===== config.mk =====
export PLATFORM = sky130hd
export DESIGN_NAME = serial_adder_flat
export DESIGN_NICKNAME = d
export VERILOG_FILES = /design/src/rtl/serial_adder_pkg.sv /design/src/rtl/serial_adder_if.sv /design/src/rtl/serial_adder_full_adder.sv /design/src/rtl/serial_adder.sv /design/src/flat_wrapper.sv
export SDC_FILE = /design/constraint.sdc
export NUM_CORES = 1
export LEC_CHECK = 0
export ABC_AREA = 1
export ABC_CLOCK_PERIOD_IN_PS = 1200
export BUFFER_PORTS_ARGS = -buffer_cell sky130_fd_sc_hd__buf_4
export CORE_MARGIN = 5
export CORE_UTILIZATION = 45
export DETAILED_ROUTE_END_ITERATION = 16
export PLACE_DENSITY = 0.74
export SLEW_MARGIN = 30
export SYNTH_ARGS = -nofsm -noshare
export SYNTH_HDL_FRONTEND = slang
export SYNTH_SLANG_ARGS = --single-unit

===== constraint.sdc =====
create_clock -name clk -period 1.2 [get_ports clk]
set_input_delay 0.12 -clock clk [delete_from_list [all_inputs] [get_ports clk]]
set_output_delay 0.12 -clock clk [all_outputs]
set_load 0.02 [all_outputs]

===== src/rtl/serial_adder_pkg.sv =====
// Shared definitions for the bit-serial adder: FSM state encoding and the
// helper that sizes the bit counter from the operand width.
package serial_adder_pkg;

    // Control states of the serial adder sequencer.
    typedef enum logic [1:0] {
        IDLE = 2'd0,
        RUN  = 2'd1,
        DONE = 2'd2
    } state_t;

    // Bits needed to count 0..width-1; never less than one bit so that a
    // single-bit adder still has a legal counter vector.
    function automatic int cntWidth(input int width);
        int bits;
        bits = 0;
        while ((1 << bits) < width) begin
            bits = bits + 1;
        end
        if (bits < 1) begin
            bits = 1;
        end
        return bits;
    endfunction

endpackage


===== src/rtl/serial_adder_if.sv =====
// Start/busy/done handshake and operand/result bus of the serial adder.
// The master side issues operands, the slave side (the adder) returns the
// registered result and status.
interface serial_adder_if #(
    parameter int WIDTH = 8
);
    logic             start;
    logic [WIDTH-1:0] a;
    logic [WIDTH-1:0] b;
    logic             cin;
    logic             busy;
    logic             done;
    logic [WIDTH-1:0] sum;
    logic             cout;
    logic             ovf;

    modport master (
        output start,
        output a,
        output b,
        output cin,
        input  busy,
        input  done,
        input  sum,
        input  cout,
        input  ovf
    );

    modport slave (
        input  start,
        input  a,
        input  b,
        input  cin,
        output busy,
        output done,
        output sum,
        output cout,
        output ovf
    );
endinterface


===== src/rtl/serial_adder_full_adder.sv =====
// One-bit combinational full adder, the additive twin of the full-subtractor
// cells. Used as the single arithmetic stage of the serial adder.
module full_adder (
    input  logic A,
    input  logic B,
    input  logic Cin,
    output logic Sum,
    output logic Cout
);

    logic w_halfSum;

    assign w_halfSum = A ^ B;
    assign Sum       = w_halfSum ^ Cin;
    assign Cout      = (A & B) | (Cin & w_halfSum);

endmodule


===== src/rtl/serial_adder.sv =====
// Bit-serial LSB-first adder. Operands are captured into shift registers on
// the accepting edge, then one bit per clock passes through a single full
// adder stage with the carry held in a flip-flop. After WIDTH bits the sum
// register holds the full result and done pulses for one cycle.
module serial_adder
    import serial_adder_pkg::*;
#(
    parameter int WIDTH = 8
) (
    input logic           clk,
    input logic           rst,
    serial_adder_if.slave bus
);

    localparam int                CNT_W    = cntWidth(WIDTH);
    localparam logic [CNT_W-1:0] LAST_BIT = CNT_W'(WIDTH - 1);

    state_t           r_state;
    state_t           w_nextState;

    logic [WIDTH-1:0] r_sa;
    logic [WIDTH-1:0] r_sb;
    logic [WIDTH-1:0] r_sum;
    logic             r_carry;
    logic [CNT_W-1:0] r_count;
    logic             r_cout;
    logic             r_ovf;
    logic             r_busy;
    logic             r_done;

    logic             w_bitSum;
    logic             w_stageCarry;
    logic             w_lastBit;
    logic             w_accept;
    logic [WIDTH-1:0] w_sumShift;

    // The only arithmetic in the design: one full adder fed by the operand
    // LSBs and the carry flip-flop.
    full_adder u_stage (
        .A    (r_sa[0]),
        .B    (r_sb[0]),
        .Cin  (r_carry),
        .Sum  (w_bitSum),
        .Cout (w_stageCarry)
    );

    assign w_lastBit = (r_count == LAST_BIT);
    assign w_accept  = ((r_state == IDLE) || (r_state == DONE)) && bus.start;

    // New bit enters at the MSB so that after WIDTH shifts bit 0 lands in
    // position 0; a one-bit register simply takes the new bit.
    generate
        if (WIDTH == 1) begin : g_sumOneBit
            assign w_sumShift = w_bitSum;
        end else begin : g_sumMultiBit
            assign w_sumShift = {w_bitSum, r_sum[WIDTH-1:1]};
        end
    endgenerate

    // State register; reset returns to IDLE from anywhere, aborting a run.
    always_ff @(posedge clk) begin
        if (rst) begin
            r_state <= IDLE;
        end else begin
            r_state <= w_nextState;
        end
    end

    // Next-state decode: start is honoured only outside RUN, and RUN ends on
    // the edge that processes the final bit.
    always_comb begin
        w_nextState = r_state;
        case (r_state)
            IDLE: begin
                w_nextState = bus.start ? RUN : IDLE;
            end
            RUN: begin
                if (w_lastBit) begin
                    w_nextState = DONE;
                end
            end
            DONE: begin
                w_nextState = bus.start ? RUN : IDLE;
            end
            default: begin
                w_nextState = IDLE;
            end
        endcase
    end

    // Datapath: load operands on acceptance, shift one bit per RUN edge and
    // capture cout/ovf on the last bit. Results are left untouched outside
    // RUN so they stay stable until the next accepted start.
    always_ff @(posedge clk) begin
        if (rst) begin
            r_sa    <= '0;
            r_sb    <= '0;
            r_sum   <= '0;
            r_carry <= 1'b0;
            r_count <= '0;
            r_cout  <= 1'b0;
            r_ovf   <= 1'b0;
        end else if (w_accept) begin
            r_sa    <= bus.a;
            r_sb    <= bus.b;
            r_carry <= bus.cin;
            r_count <= '0;
        end else if (r_state == RUN) begin
            r_sa    <= r_sa >> 1;
            r_sb    <= r_sb >> 1;
            r_sum   <= w_sumShift;
            r_carry <= w_stageCarry;
            r_count <= r_count + CNT_W'(1);
            if (w_lastBit) begin
                r_cout <= w_stageCarry;
                r_ovf  <= w_stageCarry ^ r_carry;
            end
        end
    end

    // Status flags are registered from the next state so busy and done come
    // straight from flops with no path from the inputs.
    always_ff @(posedge clk) begin
        if (rst) begin
            r_busy <= 1'b0;
            r_done <= 1'b0;
        end else begin
            r_busy <= (w_nextState == RUN);
            r_done <= (w_nextState == DONE);
        end
    end

    assign bus.busy = r_busy;
    assign bus.done = r_done;
    assign bus.sum  = r_sum;
    assign bus.cout = r_cout;
    assign bus.ovf  = r_ovf;

endmodule


===== src/flat_wrapper.sv =====
// flat-port wrapper written by rule: the top's interface ports become plain ports
module serial_adder_flat import serial_adder_pkg::*;
#(
    parameter int WIDTH = 8
)
  (clk, rst, bus_start, bus_a, bus_b, bus_cin, bus_busy, bus_done, bus_sum, bus_cout, bus_ovf);
  serial_adder_if #(.WIDTH(WIDTH)) bus_i ();
  input logic clk;
  input logic rst;
  input wire logic [$bits(bus_i.start)-1:0] bus_start;
  input wire logic [$bits(bus_i.a)-1:0] bus_a;
  input wire logic [$bits(bus_i.b)-1:0] bus_b;
  input wire logic [$bits(bus_i.cin)-1:0] bus_cin;
  output wire logic [$bits(bus_i.busy)-1:0] bus_busy;
  output wire logic [$bits(bus_i.done)-1:0] bus_done;
  output wire logic [$bits(bus_i.sum)-1:0] bus_sum;
  output wire logic [$bits(bus_i.cout)-1:0] bus_cout;
  output wire logic [$bits(bus_i.ovf)-1:0] bus_ovf;
  assign bus_i.start = bus_start;
  assign bus_i.a = bus_a;
  assign bus_i.b = bus_b;
  assign bus_i.cin = bus_cin;
  assign bus_busy = bus_i.busy;
  assign bus_done = bus_i.done;
  assign bus_sum = bus_i.sum;
  assign bus_cout = bus_i.cout;
  assign bus_ovf = bus_i.ovf;
  serial_adder #(.WIDTH(WIDTH)) u_core (.clk(clk), .rst(rst), .bus(bus_i));
endmodule

## After elaboration in Yosys (flattened, before gate mapping)

Index checks and enable logic that the tools add are counted.

- Register bits after elaboration: 34
- Word-level logic and storage cells: 40
- Input bits: 20
- Output and inout bits: 12

- Reductions and logical operators: 8
- Bitwise logic cells: 7
- Multiplexer cells: 9
- Eq/ne operators: 5
- Add/sub/neg operators: 1

Operators by type and width:

| cell | count |
|---|---|
| 8-bit 2-to-1 mux | 4 |
| 2-bit by 1-bit == test with 1-bit output, second input constant | 2 |
| 2-bit == test, second input constant | 2 |
| 2-bit one-hot mux with 2 select lines | 1 |
| 2-bit OR reduction | 2 |
| 3-bit by 1-bit adder with 3-bit output, second input constant | 1 |
| 3-bit == test, second input constant | 1 |
| 1-bit 2-to-1 mux | 3 |
| 3-bit AND reduction | 1 |
| 1-bit XOR | 3 |
| 1-bit bitwise AND | 2 |
| 2-bit zero test | 1 |
| 2-bit 2-to-1 mux | 1 |
| 2-bit AND reduction | 1 |
| 2-bit nonzero test | 1 |
| 1-bit logical AND | 1 |
| 1-bit logical OR | 1 |
| 1-bit NOT | 1 |
| 1-bit OR | 1 |

## Logic depth before layout (Yosys ltp)

- Depth after elaboration: 5
- Depth in mapped cells: 7
- Mapped depth without buffers: 6

## Hierarchy

From an unflattened synthesis, not the netlist that was laid out.

- Cells, all modules: 213
- Area total of the unflattened synthesis: 1587.8 µm²

Modules (own cells, without submodules):

| module | times used | area each (µm²) | cells an instance | sequential area each (µm²) |
|---|---|---|---|---|
| serial_adder | 1 | 1567.8 | 212 | 680.7 |
| full_adder | 1 | 20.0 | 1 | 0.0 |

## Worst setup path after synthesis

Ideal clock, no wire load.

- Kind: flip-flop to flip-flop
- Start point: reg u_core.r_sa[0]
- End point: reg u_core.r_ovf, in the netlist u_core.bus.ovf
- Arrival: 1.055 ns
- Slack: 0.032 ns
- Cell stages (with the launch flop): 5
- Required time: 1.087 ns
- Buffers on the path: 0
- Clock period less this slack: 1.168 ns
- Library setup time: 0.113 ns
- Cell sequence: dfxtp_1 -> fa_1 -> xor2_1 -> nor2_1 -> nor2_1

- Cells in the longest elaborated chain, start to end: 4
- Elaborated cells between the ends (all ways): 5
- Classes of those cells: 5 x bitwise

Ends and longest elaborated chain:

| element | line | text |
|---|---|---|
| start, declared | serial_adder.sv:21 | `logic [WIDTH-1:0] r_sa;` |
| start signal, assigned | serial_adder.sv:104 | `r_sa <= bus.a;` |
| start signal, assigned | serial_adder.sv:109 | `r_sa <= r_sa >> 1;` |
| 1-bit XOR | serial_adder_full_adder.sv:13 | `assign w_halfSum = A ^ B;` |
| 1-bit bitwise AND | serial_adder_full_adder.sv:15 | `assign Cout = (A & B) \| (Cin & w_halfSum);` |
| 1-bit OR (*) | serial_adder_full_adder.sv:15 |  |
| named net u_core.u_stage.Cout | serial_adder_full_adder.sv:8 | `output logic Cout` |
| 1-bit XOR (*) | serial_adder.sv:116 | `r_ovf <= w_stageCarry ^ r_carry;` |
| end signal, assigned | serial_adder.sv:116 |  |
| end, declared | serial_adder.sv:27 | `logic r_ovf;` |

The timed path passes the listed nets; every way through them passes the cells marked *.
A chain may end at the register's enable or synchronous reset.

## Worst setup path in the final report

Ends and elaborated chain as after synthesis.

==> results.md <==
* Ys flop type: dfxtp_1
* CP Data Required Time at 1450 ps
* CP Launch Type: flop
* CTS max path bufs at 2
* #FFs+latches synth at 34
* GPL Wtd Cong at 0.7995
* Starting Density at 0.4622
* PwrDens at 1214 mW/mm2
* Post-synthesis mux area share at 0
* Share of cells above drive strength 1 at 0.2373
* Synth Area in Simple Gates at 0.3017
* Final setup TNS at 0 ps
* Leading area contributor after synthesis: dfxtp_1
* Post-DP HPWL at 2.141 mm
* Placeable core area at 0.003311 mm2
* Cell count after placement at 273
* Crit Reg-Reg Startpoint: u_core.r_sa[0]$_SDFFE_PP0P_
* TritonCTS clock tree: yes
* Number of max-cap violations at 0
* Routed WL at 3.137 mm
* Slew HR at 0.8055
* Worst Setup End Kind: flop
* Post-Synth XOR/XNOR Area at 0.01145
* DRC at 0
* Reg-to-Reg End: u_core.bus.ovf$_SDFFE_PP0P_
* Finish-stage setup viols at 0
* Peak Freq at 879.8 MHz
* Final hold vios at 0
* Antenna diodes at 0
* Sequential fraction of the synthesis area at 0.4448
* Synth Area in Adders at 0.02944
* Root buf cell: clkbuf_4
* Reg2Reg Setup Slack at 60 ps
* Number of CTS-inserted buffers at 5
* GRT overflow at 0
* Syn nets at 226
* DR vias/cell at 4.816
* First-pass GRT wire length at 5.223 mm
* Fillers at 349
* Clk_skew at 10.31 ps
* Clock slew at reported path FFs at 100 ps
* Layout Nets at 258
* Gr usage total at 0.1512
* Final ANT Viol Nets at 0
* P_leak at 0.8576 nW
* Synthesized cell area at 0.001530 mm2
* HP Start: bus_b[7]
* Cell depth of the worst flop-to-flop path at 4
* Synth warnings at 0
* Detailed Route Iter0 Violations at 132
* RSZ-0062 raised after global routing: true
* Setup Buffers After CTS at 0
* Crit Path Class: reg2reg
* Ranking of synthesized cells by area: dfxtp_1 (44%), nand3_1 (16%), a21oi_1 (6.9%)
* Die Ht at 68.32 um
* Maximum vdd drop at 0.5225 mV
* P&R area growth vs syn at 21.50%
* Die W at 68.32 um
* Synth Instances at 203
* Fin crit period at 1137 ps
* Via count of the first global-routing pass at 1202
* Crit path launch: u_core.r_sa[0]$_SDFFE_PP0P_
* Top-area cell type share of the netlist area at 0.4448
* Ys async rst share at 0
* Logic gate share of total power at 0.160
* CP Capture Point: u_core.bus.ovf$_SDFFE_PP0P_
* Least-Margin Pin Slew at 291.5 ps
* Largest net degree at the start of global routing at 29
* Slew Limit Fails at 0
* Row Count at 21
* Antenna violations before repair at 0
* Seq pwr share at 0.547
* Wire length per cell at 11.12 um
* CP arrival at 1380 ps
* Worst hold stages at 3
* Status: completed
* Vias at 1358
* WHS at 48.20 ps
* Die Area at 0.004667 mm2
* Main combinational cell family by area after synthesis: simple AND/OR/NAND/NOR gates
* DR pass1 iterations at 4
* Most frequent cell after synthesis: nand3_1
* IO Pins at 32
* Worst skew pair latency at 340 ps
* Avg Inst Size Synth at 7.538 um2
* Int Pwr at 1.641 mW
* CTS Sinks at 34
* Htree depth at 2
* Fin cells at 282
* Clock power share at 0.293
* P_sw at 0.6165 mW
* Commonest cells in the netlist: nand3_1 (48), dfxtp_1 (34), nand2_1 (27)
* IO Port Bufs at 31
* Post-synthesis compound-gate area fraction at 0.09485
* HP Class: in2reg
* Final std cell area, no fill at 0.001859 mm2
* DP Area at 0.001783 mm2
* Synth unique cells at 21
* Final worst path period share at 0.9472
* Worst Path Max Fanout at 3
* Switching part of the total at 0.2731
* Post-synth EDFFs at 0
==> power by group through the flow <==
stage	Clock (mW)	Sequential [mW]	Combinational, mW
4_1_cts	0.678	1.23	0.364
2_1_floorplan	0	1.28	0.224
3_5_place_dp	0	1.26	0.360
6_report	0.662	1.23	0.361
3_3_place_gp	0	1.26	0.355
5_1_grt	0.740	1.24	0.405
==> worst min path at each step <==
stage,to,slack [ps]
6_report,u_core.r_sb[7]$_SDFFE_PP0P_,50
5_1_grt,u_core.r_sb[7]$_SDFFE_PP0P_,40
4_1_cts,u_core.r_sb[7]$_SDFFE_PP0P_,40
3_5_place_dp,u_core.r_sa[2]$_SDFFE_PP0P_,340
3_3_place_gp,u_core.r_sa[1]$_SDFFE_PP0P_,330
2_1_floorplan,u_core.bus.done$_SDFF_PP0_,190
==> metal layers <==
layer  vias to the layer above  routed length [um]  global-route usage
li1                        721                   -                   -
met1                       596                1472              0.1780
met2                        35                1387              0.2479
met3                         6                 223             0.05090
met4                         0                  53             0.06700
met5                         -                   0                   0
==> cell type report <==
type / instances / area, um2 / share of cell area
tap: 46 / 57.56 / 0.03096
inverter: 20 / 77.57 / 0.04172
timing repair buffer: 39 / 307.8 / 0.1655
sequential: 34 / 684.4 / 0.3681
multi-input combinational: 135 / 671.9 / 0.3614
clock inverter: 1 / 5.005 / 0.002692
clock buffer: 7 / 55.05 / 0.02961
==> sequential cells by signal, indices dropped and copies added (netlist names) <==
| signal | flops |
|---|---|
| u_core.r_sa | 8 |
| u_core.r_count | 3 |
| u_core.r_carry | 1 |
| u_core.bus.sum | 8 |
| u_core.bus.cout | 1 |
| u_core.bus.busy | 1 |
| u_core.r_sb | 8 |
| u_core.r_state | 2 |
| u_core.bus.ovf | 1 |
| u_core.bus.done | 1 |
==> critical path, cell delays in order (launching register included) <==
cell     delay [ps]
dfxtp_2         340
fa_2            400
xor2_1          170
nor2_1           90
nor2_1           50
==> kinds of logic after synthesis <==
kind of cell,Yosys count
flip-flops,34
AO/OA/AOI/OAI,29
AND/OR/NAND/NOR,101
buffers and inverters,34
adder cells (fa/ha/maj),3
XOR/XNOR,2
==> what timing repair did <==
action                                  4_1_cts  5_1_grt
pin swaps                                     0        1
resized for setup                             1        4
hold buffers                                  1        0
endpoints found under the hold margin         3        0
endpoints found under the setup margin        1       22
==> metrics by stage <==
step / setup slack, ps / util / power [mW]
finish: 63.39 / 0.5616 / 2.258
global route: -3.304 / 0.5616 / 2.390
CTS: 26.97 / 0.5605 / 2.276
detailed placement: -3.337 / 0.5385 / 1.619
global placement: 4.440 / 0.5385 / 1.612
floorplan: 32.12 / - / 1.500
==> cell usage in the layout (no fill, tap or decap) <==
cell and instances:
clkbuf_4 5, inv_4 1, buf_4 37, nand3_1 48, nand2_4 1, dfxtp_2 3, a21oi_1 21, clkinv_2 1
o21ai_1 1, clkbuf_8 1, clkbuf_1 1, nor2_1 21, nand2_2 2, dfxtp_1 31, inv_2 1, dlygate4sd3_1 1
nor2_2 1, xor2_1 2, nor2_4 1, buf_12 1, nand2_1 27, o21ai_0 7, fa_2 1, ha_1 2
inv_1 18
No activity file was read; power rests on OpenSTA's default activity.
